[src/rtl/ugv_cmd_sequencer.sv]
// UGV drive-command sequencer: synchronizes pushbutton requests, arbitrates them,
// enforces dwell and stop dead-time, with estop override. Optional watchdog: UGV_WATCHDOG_EN.
module ugv_cmd_sequencer #(
  parameter int DWELL_CYCLES    = 10000000,
  parameter int DEADTIME_CYCLES = 2000000,
  parameter int MAX_RUN_CYCLES  = 100000000,
  parameter int CNT_W           = 27
) (
  input  logic       clk,
  input  logic       rst_n,
  input  logic [3:0] btn_in,
  input  logic       estop,
  output logic [3:0] control,
  output logic [1:0] state,
  output logic       busy,
  output logic       timeout
);

  typedef enum logic [1:0] {IDLE = 2'b00, RUN = 2'b01, DEAD = 2'b10, HALT = 2'b11} st_t;

  localparam logic [CNT_W-1:0] DWELL_LAST = CNT_W'(DWELL_CYCLES - 1);
  localparam logic [CNT_W-1:0] DEAD_LAST  = CNT_W'(DEADTIME_CYCLES - 1);

  st_t              st;
  logic [3:0]       btn_s1, req, cmd, sel;
  logic             es_s1, es_s2;
  logic [CNT_W-1:0] cnt;
  logic             wd_trip, can_start;

  // Fixed priority: forward > backward > left > right.
  always_comb begin
    sel = 4'b0000;
    if (req[1])      sel = 4'b0010;
    else if (req[0]) sel = 4'b0001;
    else if (req[3]) sel = 4'b1000;
    else if (req[2]) sel = 4'b0100;
  end

  assign state = st;

`ifdef UGV_WATCHDOG_EN
  localparam logic [CNT_W-1:0] RUN_LAST = CNT_W'(MAX_RUN_CYCLES - 1);
  logic [CNT_W-1:0] run_cnt;
  logic             timeout_q, rel_seen;
  assign wd_trip   = (run_cnt == RUN_LAST);
  // After a trip the same command needs an operator release before restarting.
  assign can_start = (sel != 4'b0000) && (!timeout_q || rel_seen || (sel != cmd));
  assign timeout   = timeout_q;
`else
  assign wd_trip   = 1'b0;
  assign can_start = (sel != 4'b0000);
  assign timeout   = 1'b0;
`endif

  always_ff @(posedge clk) begin
    if (!rst_n) begin
      btn_s1  <= '0;
      req     <= '0;
      es_s1   <= 1'b0;
      es_s2   <= 1'b0;
      st      <= IDLE;
      cmd     <= '0;
      cnt     <= '0;
      control <= '0;
      busy    <= 1'b0;
`ifdef UGV_WATCHDOG_EN
      run_cnt   <= '0;
      timeout_q <= 1'b0;
      rel_seen  <= 1'b0;
`endif
    end else begin
      btn_s1 <= btn_in;
      req    <= btn_s1;
      es_s1  <= estop;
      es_s2  <= es_s1;
`ifdef UGV_WATCHDOG_EN
      if (timeout_q && sel == 4'b0000) rel_seen <= 1'b1;
      if (st == RUN) run_cnt <= run_cnt + CNT_W'(1);
`endif
      if (es_s2) begin
        st      <= HALT;
        control <= '0;
        cnt     <= '0;
        busy    <= 1'b1;
      end else begin
        case (st)
          IDLE: begin
            if (can_start) begin
              st      <= RUN;
              cmd     <= sel;
              control <= sel;
              cnt     <= '0;
              busy    <= 1'b1;
`ifdef UGV_WATCHDOG_EN
              run_cnt   <= '0;
              timeout_q <= 1'b0;
              rel_seen  <= 1'b0;
`endif
            end
          end
          RUN: begin
            if (wd_trip) begin
              st      <= DEAD;
              control <= '0;
              cnt     <= '0;
`ifdef UGV_WATCHDOG_EN
              timeout_q <= 1'b1;
              rel_seen  <= 1'b0;
`endif
            end else if (cnt == DWELL_LAST) begin
              // Dwell satisfied: hold while the same command is still the winner.
              if (sel != cmd) begin
                st      <= DEAD;
                control <= '0;
                cnt     <= '0;
              end
            end else begin
              cnt <= cnt + CNT_W'(1);
            end
          end
          DEAD: begin
            if (cnt == DEAD_LAST) begin
              st   <= IDLE;
              cnt  <= '0;
              busy <= 1'b0;
            end else begin
              cnt <= cnt + CNT_W'(1);
            end
          end
          HALT: begin
            st      <= DEAD;
            cnt     <= '0;
            control <= '0;
          end
          default: st <= IDLE;
        endcase
      end
    end
  end

endmodule
[config.mk]
export PLATFORM = sky130hd
export DESIGN_NAME = ugv_cmd_sequencer
export DESIGN_NICKNAME = d
export VERILOG_FILES = /design/src/rtl/ugv_cmd_sequencer.sv
export SDC_FILE = /design/constraint.sdc
export NUM_CORES = 1
export LEC_CHECK = 0
export CAP_MARGIN = 5
export CORE_UTILIZATION = 40
export CTS_CLUSTER_SIZE = 30
export DETAILED_ROUTE_END_ITERATION = 6
export MAX_ROUTING_LAYER = met4
export PLACE_DENSITY = 0.7
export SLEW_MARGIN = 20
export SYNTH_ARGS = -nofsm -noshare
export SYNTH_HDL_FRONTEND = slang
export SYNTH_SLANG_ARGS = --single-unit
[constraint.sdc]
create_clock -name clk -period 2.17 [get_ports clk]
set_input_delay 0.434 -clock clk [delete_from_list [all_inputs] [get_ports clk]]
set_output_delay 0.434 -clock clk [all_outputs]
set_load 0.02 [all_outputs]
==> run summary <==
type of destination of the critical path -> register
Pins Over Slew Limit -> 0
worst-case clock buffer depth -> 2
Reg clk slew, reported paths -> 90 ps
RePlAce Congestion -> 0.8211
share of layout cells above drive strength 1 -> 22.48%
crit path time final -> 2098 ps
Die Width -> 79.22 um
Via Count -> 1988
DP Area -> 0.002798 mm^2
GRT Total Usage -> 17.28%
synthesized net count -> 271
CP startpoint kind -> register
wl on met1 -> 2413 um
register area -> 965.9 um^2
die area -> 0.006275 mm^2
num rows -> 27
total gr overflow -> 0
DRT antenna net count -> 0
crit path DAT -> 2300 ps
LEAKAGE -> 1.081 nW
worst hold path class -> register to register
CTS tree -> built
I/O pins -> 15
Initial Util -> 42.27%
Tot Pwr -> 2.555 mW
register bit total from synthesis -> 48
fmax -> 476.6 MHz
clock sink total -> 48
H-tree level count -> 2
Worst EP required -> 2370 ps
initial antenna violation count -> 0
uppermost layer routed -> met4
worst skew pair latency -> 300 ps
distinct cell type count after synthesis -> 54
DRC viols -> 0
setup ws final -> 71.82 ps
Diodes inserted -> 0
Post-Syn Area per Cell -> 9.208 um^2
fin crit share -> 96.69%
largest net degree at the start of global routing -> 17
final layout net count -> 318
met3 wire length -> 174 um
hold_buf cts -> 0
Detailed Place HPWL -> 3628 um
VDD IR-drop max -> 541.1 uV
Synth Instances -> 259
power per cell area -> 851.8 mW/mm^2
worst slack at placement -> -9.545 ps
first-pass iteration count of the detailed router -> 4
Fill cells -> 494
Syn Std Cell Area -> 0.002385 mm^2
vias in the first global route -> 1862
Core Box Area -> 0.005642 mm^2
drt total wl -> 4881 um
outcome -> finished clean
multi-input logic area -> 0.001405 mm^2
root buf cell -> clkbuf_8
RSZ-0062 raised after global routing -> true
first-pass GRT wire length -> 8328 um
total number of yosys warnings -> 0
final setup fails -> 0
critical path fanouts, max -> 4
I/O Buffers -> 13
Synth-to-Final Area Change -> 25.76%
hold slack -> 436.1 ps
fin util -> 53.16%
vias per inst -> 5.245
met2 WL post-DR -> 2228 um
max-cap viol count -> 0
number of DRC markers in iteration 0 -> 87
final count of hold timing violations -> 0
Num CTS Buffers -> 5
CP Class -> register to register
Wirelength per Cell -> 12.88 um
Max Clock Skew -> 7.236 ps
Seq/Total Area, Yosys -> 40.29%
design area -> 0.002999 mm^2
DIE HEIGHT -> 79.22 um
metrics by stage:
stage / cells / setup TNS (ps)
CTS: 378 / 0
global route: 379 / -144.2
detailed placement: 370 / -18.95
floorplan: 259 / 0
finish: 379 / 0
global placement: 370 / 0
worst paths after layout:
check | slack, ps | depth (start not counted) | end | startpoint
max | 70 | 7 | cnt[2] | cnt[11]
min reg2reg | 440 | 1 | req[0] | btn_s1[0]
max reg2reg | 70 | 7 | cnt[2] | cnt[11]
min | 440 | 1 | req[0] | btn_s1[0]
layout make-up:
class | instances | share of cell area (%)
tap | 72 | 3.004
clock inverter | 3 | 1.418
inverter | 7 | 0.8761
timing repair buffer | 48 | 13.35
sequential | 48 | 32.21
multi-input combinational | 196 | 46.85
clock buffer | 5 | 2.295
synth_stat cells, drive strengths merged:
| library cell | instances | area share (%) |
|---|---|---|
| a32oi | 1 | 0.37 |
| nand3 | 12 | 2.9 |
| nand4 | 8 | 2.1 |
| o41ai | 1 | 0.68 |
| nor2 | 31 | 5.0 |
| and2b | 1 | 0.31 |
| mux2i | 4 | 1.7 |
| o21ai | 7 | 2.3 |
| o21ba | 1 | 0.42 |
| a31oi | 1 | 0.26 |
| or3 | 8 | 2.1 |
| nand2 | 17 | 2.7 |
| buf | 7 | 2.5 |
| or4 | 2 | 0.79 |
| o31ai | 1 | 0.89 |
| o31a | 1 | 0.37 |
| inv | 7 | 1.1 |
| nor3b | 3 | 1.2 |
| clkbuf | 1 | 0.16 |
| o311a | 2 | 0.84 |
| and3 | 7 | 1.8 |
| nand2b | 2 | 0.52 |
| o211ai | 4 | 1.3 |
| xnor2 | 8 | 2.9 |
| a211oi | 2 | 0.63 |
| o2111ai | 1 | 0.63 |
| and2 | 13 | 3.4 |
| nor4b | 4 | 2.6 |
| a21boi | 1 | 0.47 |
| nor4 | 2 | 0.52 |
| a21oi | 6 | 1.3 |
| nor3 | 6 | 1.3 |
| or4b | 1 | 0.42 |
| ha | 5 | 2.6 |
| o21a | 1 | 0.31 |
| and4 | 2 | 0.73 |
| conb | 1 | 0.16 |
| xor2 | 15 | 5.5 |
| nor4bb | 1 | 0.42 |
| dfxtp | 48 | 40 |
| o22ai | 4 | 1.0 |
| a22oi | 3 | 0.94 |
| nor2b | 5 | 1.3 |
| o21bai | 1 | 0.31 |
cell families after synthesis:
family	count (synthesis)	synth area share, %
compound gates	38	12.96
xor+xnor	23	8.447
fa+ha+maj	5	2.623
buf+inv	15	3.725
flops	48	40.29
mux	4	1.679
other cells	1	0.1572
simple gates	125	30.12
registers in the layout, summed over array words and instances (netlist names):
register,cells
es_s1,1
cmd,4
busy,1
control,4
btn_s1,4
state,2
cnt,27
es_s2,1
req,4
placed cells by master, fill, tap and decap left out, types with 10 or more instances in the layout:
cell	count
buf_4	33
nand2_1	15
clkdlybuf4s50_1	13
nor2_1	30
and2_1	12
dfxtp_1	44
nand3_1	10
xor2_1	15
worst max-delay path, stage by stage (launching register included):
cell and delay [ps]:
dfxtp_2 350, nor4b_4 290, nand3_2 150, or4_4 590, buf_4 180, o211ai_1 200, xor2_1 180, nor2_1 50
report_power, final:
group	total, mW	internal, mW	switching [mW]
clock	0.647	0.341	0.306
sequential	0.974	0.935	0.0397
combinational	0.934	0.419	0.515
routing by layer:
| metal | up-vias | track usage [%] |
|---|---|---|
| li1 | 1010 | - |
| met1 | 936 | 21.56 |
| met2 | 36 | 27.33 |
| met3 | 6 | 3.678 |
| met4 | 0 | 6.545 |
| met5 | - | - |
timing repair:
| item | in CTS | in global routing |
|---|---|---|
| pin swaps | 0 | 9 |
| setup endpoints to repair | 4 | 30 |
| gates resized for setup | 1 | 18 |
| setup buffers | 0 | 1 |
No activity file was read; power rests on OpenSTA's default activity.
